**src/rtl/updown_counter_disp_pkg.sv**
```systemverilog
// Shared constants and seven-segment decode for the up/down display counter.
// Segment patterns are active-low, segment g in bit 6, segment a in bit 0.
package updown_counter_disp_pkg;

   localparam int RADIX_HEX = 16;
   localparam int RADIX_DEC = 10;
   localparam int DIG_W     = 4;
   localparam int SEG_W     = 7;

   typedef logic [DIG_W-1:0] digit_t;
   typedef logic [SEG_W-1:0] seg_t;

   localparam seg_t SEG_TABLE [16] = '{
      7'b1000000, 7'b1111001, 7'b0100100, 7'b0110000,
      7'b0011001, 7'b0010010, 7'b0000010, 7'b1111000,
      7'b0000000, 7'b0010000, 7'b0001000, 7'b0000011,
      7'b1000110, 7'b0100001, 7'b0000110, 7'b0001110
   };

   function automatic seg_t seg_decode(input digit_t d);
      return SEG_TABLE[d];
   endfunction

endpackage

```
**src/rtl/updown_counter_disp_digit.sv**
```systemverilog
// One counter digit of programmable radix with ripple carry/borrow.
// Loaded values above radix-1 are clamped so a decimal digit never exceeds 9.
module counter_digit
   import updown_counter_disp_pkg::*;
(
   input  logic         clk,
   input  logic         rst_n,
   input  logic [4:0]   i_radix,
   input  logic         i_up,
   input  logic         i_cin,
   input  logic         i_load,
   input  digit_t       i_ld_val,
   input  logic         i_clr,
   output digit_t       o_q,
   output logic         o_cout
);

   digit_t r_q;
   digit_t w_max;
   digit_t w_ld;
   logic   w_at_lim;

   assign w_max    = DIG_W'(i_radix - 5'd1);
   assign w_at_lim = i_up ? (r_q == w_max) : (r_q == '0);
   assign w_ld     = (i_ld_val > w_max) ? w_max : i_ld_val;
   assign o_cout   = i_cin & w_at_lim;
   assign o_q      = r_q;

   always_ff @(posedge clk or negedge rst_n) begin
      if (!rst_n) begin
         r_q <= '0;
      end else if (i_clr) begin
         r_q <= '0;
      end else if (i_load) begin
         r_q <= w_ld;
      end else if (i_cin) begin
         if (w_at_lim)
            r_q <= i_up ? '0 : w_max;
         else
            r_q <= i_up ? r_q + 4'd1 : r_q - 4'd1;
      end
   end

endmodule

```
**src/rtl/updown_counter_disp.sv**
```systemverilog
// Multi-digit hex/BCD up/down counter with terminal-count pulse
// and active-low seven-segment outputs per digit.
module updown_counter_disp
   import updown_counter_disp_pkg::*;
#(
   parameter int DIGITS = 4,
   parameter int BCD    = 0
) (
   input  logic                   Clock,
   input  logic                   Resetn,
   input  logic                   Clear,
   input  logic                   Load,
   input  logic                   Enable,
   input  logic                   Up,
   input  logic [DIG_W*DIGITS-1:0] LoadValue,
   output logic [DIG_W*DIGITS-1:0] Q,
   output logic                   TC,
   output logic [SEG_W*DIGITS-1:0] HEX
);

   localparam logic [4:0] RADIX = (BCD != 0) ? 5'(RADIX_DEC) : 5'(RADIX_HEX);

   logic [DIGITS:0] w_carry;
   logic            r_tc;

   assign w_carry[0] = Enable;

   for (genvar g = 0; g < DIGITS; g++) begin : g_dig
      counter_digit u_dig (
         .clk      (Clock),
         .rst_n    (Resetn),
         .i_radix  (RADIX),
         .i_up     (Up),
         .i_cin    (w_carry[g]),
         .i_load   (Load),
         .i_ld_val (LoadValue[DIG_W*g +: DIG_W]),
         .i_clr    (Clear),
         .o_q      (Q[DIG_W*g +: DIG_W]),
         .o_cout   (w_carry[g+1])
      );
      assign HEX[SEG_W*g +: SEG_W] = seg_decode(Q[DIG_W*g +: DIG_W]);
   end

   // Top-digit carry only fires on an enabled wrap, so TC self-clears.
   always_ff @(posedge Clock or negedge Resetn) begin
      if (!Resetn)
         r_tc <= 1'b0;
      else if (Clear || Load)
         r_tc <= 1'b0;
      else
         r_tc <= w_carry[DIGITS];
   end

   assign TC = r_tc;

endmodule

```
**config.mk**
```make
export PLATFORM = sky130hd
export DESIGN_NAME = updown_counter_disp
export DESIGN_NICKNAME = d
export VERILOG_FILES = /design/src/rtl/updown_counter_disp_pkg.sv /design/src/rtl/updown_counter_disp_digit.sv /design/src/rtl/updown_counter_disp.sv
export SDC_FILE = /design/constraint.sdc
export NUM_CORES = 1
export LEC_CHECK = 0
export BUFFER_PORTS_ARGS = -buffer_cell sky130_fd_sc_hd__buf_2
export CORE_MARGIN = 2
export CORE_UTILIZATION = 48
export DETAILED_ROUTE_END_ITERATION = 8
export GPL_TIMING_DRIVEN = 0
export PLACE_DENSITY = 0.86
export SLEW_MARGIN = 20
export SYNTH_ARGS = -nofsm -noshare
export SYNTH_HDL_FRONTEND = slang
export SYNTH_SLANG_ARGS = --single-unit
```
**constraint.sdc**
```tcl
create_clock -name Clock -period 2.6 [get_ports Clock]
set_clock_uncertainty 0.1 [all_clocks]
set_input_delay 0.39 -clock Clock [delete_from_list [all_inputs] [get_ports Clock]]
set_output_delay 0.39 -clock Clock [all_outputs]
set_load 0.01 [all_outputs]
```
# Yosys cells after proc, flatten, opt, wreduce, memory -nomap -nowiden
# Memory sizes are Yosys's and may differ from the RTL's.
# Cells that the tools add are included.
# W data, S select, Z words.
# classes
add_sub_neg,8
n_lt_le_gt_ge,8
n_eq_ne,4
mux,38
bitwise,8
reduce_logical,9
# op_table
cell,count
$mux W4,25
$mux W7,8
$ge A5 B5 Y1 const B,4
$not A4 Y5,4
$add A4 B1 Y4 const B,4
$eq A4 B4 Y1 const B,4
$gt A4 B4 Y1 const B,4
$logic_not A4 Y1,4
$sub A4 B1 Y4 const B,4
$reduce_bool A3 Y1,4
$mux W1,5
$and A1 B1 Y1,4
$logic_or A1 B1 Y1,1
# totals
ff_bits,17
romBits,448
input_bits,22
out_inout_bits,45
memories,4
# memory_table
memory,depth,word_bits,read_ports,rd_ports_with_merged_regs,write_ports,line_no,text
(name not given),16,7,1,0,0,updown_counter_disp_pkg.sv:21,return SEG_TABLE[d];
(name not given),16,7,1,0,0,updown_counter_disp_pkg.sv:21,
(name not given),16,7,1,0,0,updown_counter_disp_pkg.sv:21,
(name not given),16,7,1,0,0,updown_counter_disp_pkg.sv:21,

# Logic depth before layout (Yosys ltp)
# logic_depth
ltp_word,8
mapped_depth,8
ltp_nobuf,7

# Modules after synthesis
# From an unflattened synthesis, not the netlist that was laid out.
# unflattened
hier_cells,457
hier_area_um2,3806.2
# modules_own_cells
module,instances,cells_per_inst,area_each_um2,seq_area_each_um2
counter_digit at g_dig[0].u_dig ...,2,86,714.4,100.1
counter_digit at g_dig[1].u_dig ...,2,77,636.9,100.1
updown_counter_disp,1,131,1103.6,25.0

# Worst setup path after synthesis
# No wires, ideal clock.
# synth_timing
path_type,register to register
start,register g_dig[0].u_dig.r_q[0]
end,register g_dig[3].u_dig.r_q[2]
t_arrival_ns,2.273
t_required_ns,2.404
path_slack_ns,0.132
path_stages_with_launch,9
path_buffers,1
period_less_slack_ns,2.468
path_cell_list,dfrtp_1 inv_1 ha_1 nor4b_2 o21ai_1 or3_1 buf_2 a211o_1 a311oi_2
# synth_between
elab_chain_cells,6
# synth_rtl
element,line_no,text
start: declaration,updown_counter_disp_digit.sv:18,digit_t r_q;
start signal: assignment,updown_counter_disp_digit.sv:35,r_q <= w_ld;
start signal: assignment,updown_counter_disp_digit.sv:38,r_q <= i_up ? '0 : w_max;
start signal: assignment,updown_counter_disp_digit.sv:40,r_q <= i_up ? r_q + 4'd1 : r_q - 4'd1;
$eq A4 B4 Y1 or $logic_not A4 Y1 (tied branches),updown_counter_disp_digit.sv:24,assign w_at_lim = i_up ? (r_q == w_max) : (r_q == '0);
$mux W1 *,updown_counter_disp_digit.sv:24,
$and A1 B1 Y1 * (3 in series),updown_counter_disp_digit.sv:26,assign o_cout = i_cin & w_at_lim;
$reduce_bool A3 Y1 (no line) *,-,
end signal: assignment,updown_counter_disp_digit.sv:35,
end signal: assignment,updown_counter_disp_digit.sv:38,
end signal: assignment,updown_counter_disp_digit.sv:40,
end: declaration,updown_counter_disp_digit.sv:18,
# Mark *: on every way between the ends. The rest lies on a longest branch, timed or not.
# A chain may end at the register's enable or synchronous reset.

# Final worst setup path
# layout_timing
start,register g_dig[0].u_dig.r_q[1]
end,register g_dig[3].u_dig.r_q[2]
# Same word-level chain as after synthesis.

==> metrics.csv <==
metric;value;unit
final routed wirelength across all metal layers;6100;um
maximum number of pins on one net before global-route repair;18;
final worst path period share;96.5;%
critical path arrival;2.57;ns
wire length of the first global-routing pass;9630;um
site row count;25;
cell internal power dissipation;0.000663;W
final number of max-transition violations;0;
overall die height;74.9;um
sequential-to-total area share from yosys stat;17.6;%
Pwr Density;383;nW/um2
Synthesized Nets;346;
maximum fanout encountered on the critical timing path;10;
number of filler cells placed in the layout;412;
HPWL reported at the end of detailed placement;4630;um
startpoint class of the critical path;flip-flop;
DRC violations left;0;
effective utilization at floorplan;50.4;%
number of nets in the final layout;418;
final design instance area without fill;2950;um2
mean instance size in the synthesized netlist;8.32;um2
fraction of final layout cells with drive strength greater than 1;27.4;%
combined area of all synthesized cells;2410;um2
Hold Vio Cnt, Final;0;
Main synth FF type;sky130_fd_sc_hd__dfrtp_1;
outcome;completed;
Crit Path Category;reg2reg;
number of instances in the synthesized netlist;290;
remaining antenna violation count;0;
headroom to the max-slew limit;63.8;%
Initial DRT Pass Iterations;4;
Logic pwr share;52.8;%
synthesis-to-finish area growth;22.1;%
global route overflow;0;
Setup crit end kind;flip-flop;
Clock Tree Root;sky130_fd_sc_hd__clkbuf_8;
Max Cap Viol;0;
Routability Congestion;0.825;
actual transition at the worst max-transition pin;0.543;ns
Yosys warning count;0;
TritonCTS buffer count;3;
switching share of power;41.3;%
dpl cell area;2820;um2
Cell Count, Final, Fillers Out;428;
global routing usage summed across all routing layers;21.3;%
proportion of power drawn by flip-flops and latches;28.9;%
average wire per standard cell;14.3;um
Cell variety after synth;55;
switching power total;0.000465;W
proportion of register bits with asynchronous set or reset after synthesis;100;%
vias in the first global route;2117;
Die ar.;5610;um2
Clk pwr share;18.2;%
antenna violations before repair;0;
I/O pin count;67;
type of the tightest min-delay check;in2reg;
via count of the routed design;2415;
die width;74.9;um
final hold slack;0.251;ns
top achievable clock speed;399;MHz
clock transition at the registers of the reported paths;0.07;ns
number of vias per cell after detailed routing;5.64;
antenna diode instance count;0;
Sink Count;17;
TritonCTS clock tree;done;
setup violators final;0;
Peak VDD IR;0.000201;V
clock period minus worst slack;2.51;ns
leakage dissipation;1.40;nW
required time worst endpoint;2.66;ns
number of enable flip-flop cells after synthesis;0;
number of buffers added on ports;64;
area inside the core boundary;4790;um2
H-tree levels;1;
clock insertion delay at the later pin of the skew report;0.26;ns
total instance count after detailed placement;421;
maximum clock path buffer count;2;
violation count after the first detailed-routing iteration;156;
count of state elements after synthesis;17;
final cell utilization of the core;61.5;%
## cells in the mapped netlist, drive strengths merged, types with 2 or more instances
master	count	area (um2)
nand2	17	63.8
xor2	3	26.3
nor4	2	12.5
ha	30	375
nand3	4	20.0
nand2b	4	25.0
nor2	35	134
a211o	3	26.3
a2111oi	4	36.3
mux2	4	45.0
mux2i	19	190
fa	4	80.1
inv	22	82.6
and4	3	28.8
a32o	2	20.0
a311oi	2	23.8
or3	5	31.3
buf	7	37.5
a21oi	19	95.1
dfrtp	17	425
o2bb2ai	3	26.3
nor2b	3	18.8
xnor2	6	52.6
a21o	4	30.0
mux4	4	90.1
nand4	2	12.5
o21ai	18	90.1
o22ai	2	12.5
o31ai	3	22.5
nor4b	3	45.0
nor3	3	15.0
o211ai	3	22.5
a211oi	2	15.0
clkbuf	11	41.3
a22o	5	43.8
## critical path, cell delays in order (launching register included)
cell	delay, ns
sky130_fd_sc_hd__dfrtp_2	0.48
sky130_fd_sc_hd__inv_4	0.10
sky130_fd_sc_hd__ha_2	0.22
sky130_fd_sc_hd__nor4b_4	0.29
sky130_fd_sc_hd__o21ai_4	0.14
sky130_fd_sc_hd__or3_1	0.38
sky130_fd_sc_hd__buf_2	0.18
sky130_fd_sc_hd__a211o_1	0.25
sky130_fd_sc_hd__a311oi_2	0.27
## what timing repair did
item	4_1_cts	5_1_grt
endpoints found under the setup margin	4	11
hold buffers	1	0
setup buffers	0	2
gates resized for setup	6	13
endpoints found under the hold margin	17	0
## state kept, by name (all words and copies together) (netlist names)
register	flops
g_dig.u_dig.o_q	16
TC	1
## layout make-up
type	instances	area [um2]	share of cell area, %
inverter	22	87.6	2.97
multi-input combinational	233	1870	63.6
sequential	17	429	14.6
buffer	18	80.1	2.72
tap	67	83.8	2.85
timing repair buffer	67	345	11.7
clock buffer	4	45.0	1.53
## power groups by stage
stage	Combinational, W	Sequential (W)	Clock [W]
4_1_cts	0.000585	0.000324	0.000204
6_report	0.000596	0.000327	0.000206
3_3_place_gp	0.000558	0.000325	0
2_1_floorplan	0.000392	0.000329	0
3_5_place_dp	0.000574	0.000327	0
5_1_grt	0.000663	0.000331	0.000216
## worst paths after layout
| check | start | endpoint | slack (ns) | cells past startpoint |
|---|---|---|---|---|
| min | LoadValue[15] | g_dig[3].u_dig.o_q[3]$_DFFE_PN0P_ | 0.25 | 3 |
| max in group asynchronous | Resetn | g_dig[0].u_dig.o_q[0]$_DFFE_PN0P_ | 1.61 | 2 |
| max | g_dig[0].u_dig.o_q[1]$_DFFE_PN0P_ | g_dig[3].u_dig.o_q[2]$_DFFE_PN0P_ | 0.09 | 8 |
| min in group asynchronous | Resetn | g_dig[2].u_dig.o_q[2]$_DFFE_PN0P_ | 0.48 | 2 |
| max reg2reg | g_dig[0].u_dig.o_q[1]$_DFFE_PN0P_ | g_dig[3].u_dig.o_q[2]$_DFFE_PN0P_ | 0.09 | 8 |
| min reg2reg | g_dig[2].u_dig.o_q[0]$_DFFE_PN0P_ | g_dig[2].u_dig.o_q[0]$_DFFE_PN0P_ | 0.55 | 1 |
## through the flow
| step | total power [W] | TNS, ns | setup slack, ns |
|---|---|---|---|
| final | 0.00113 | 0 | 0.0913 |
| after global routing | 0.00121 | -0.00954 | -0.00954 |
| after CTS | 0.00111 | 0 | 0.00360 |
| after detailed placement | 0.000902 | -0.372 | -0.150 |
| after global placement | 0.000883 | -0.108 | -0.0936 |
| after floorplan | 0.000722 | 0 | 0.132 |
## cells by family (layout without fill, tap and decap cells)
logic type	count (synthesis)	after routing	synth area share, %
flip-flops	17	17	17.6
AND/OR/NAND/NOR	87	87	18.7
XOR/XNOR	9	9	3.27
adder cells (fa/ha/maj)	34	34	18.9
multiplexers	27	27	13.5
buffers and inverters	40	111	6.69
AO/OA/AOI/OAI	76	76	21.3
## placed cells by master (no fill, tap or decap), types with 3 or more instances in the layout
master	synthesis	layout
sky130_fd_sc_hd__a211o_1	3	3
sky130_fd_sc_hd__nor3_1	3	3
sky130_fd_sc_hd__o211ai_1	3	3
sky130_fd_sc_hd__buf_2	3	67
sky130_fd_sc_hd__nand2b_1	4	4
sky130_fd_sc_hd__o2bb2ai_1	3	3
sky130_fd_sc_hd__nor2b_1	3	3
sky130_fd_sc_hd__a21o_1	4	4
sky130_fd_sc_hd__clkbuf_8	0	3
sky130_fd_sc_hd__mux2i_1	19	19
sky130_fd_sc_hd__nand2_1	17	17
sky130_fd_sc_hd__mux4_2	4	4
sky130_fd_sc_hd__clkbuf_1	11	12
sky130_fd_sc_hd__a2111oi_0	3	3
sky130_fd_sc_hd__nor4b_4	0	3
sky130_fd_sc_hd__nand3_1	4	4
sky130_fd_sc_hd__xor2_1	3	3
sky130_fd_sc_hd__dfrtp_1	17	14
sky130_fd_sc_hd__ha_1	30	28
sky130_fd_sc_hd__xnor2_1	6	6
sky130_fd_sc_hd__a21oi_1	19	19
sky130_fd_sc_hd__a22o_1	5	5
sky130_fd_sc_hd__inv_2	0	3
sky130_fd_sc_hd__o31ai_1	3	3
sky130_fd_sc_hd__fa_1	4	4
sky130_fd_sc_hd__o21ai_0	17	17
sky130_fd_sc_hd__inv_1	22	17
sky130_fd_sc_hd__nor2_1	34	34
sky130_fd_sc_hd__dfrtp_2	0	3
sky130_fd_sc_hd__or3_1	5	5
## layer usage
metal | up-vias | part of all wire (%) | GRT usage, %
met2 | 69 | 48 | 36.0
met4 | 0 | 1.0 | 4.96
met5 | - | 0 | 0
met3 | 7 | 4.4 | 1.74
li1 | 1200 | - | -
met1 | 1139 | 46 | 29.7
Note: power is estimated with default switching activity, not from simulation.
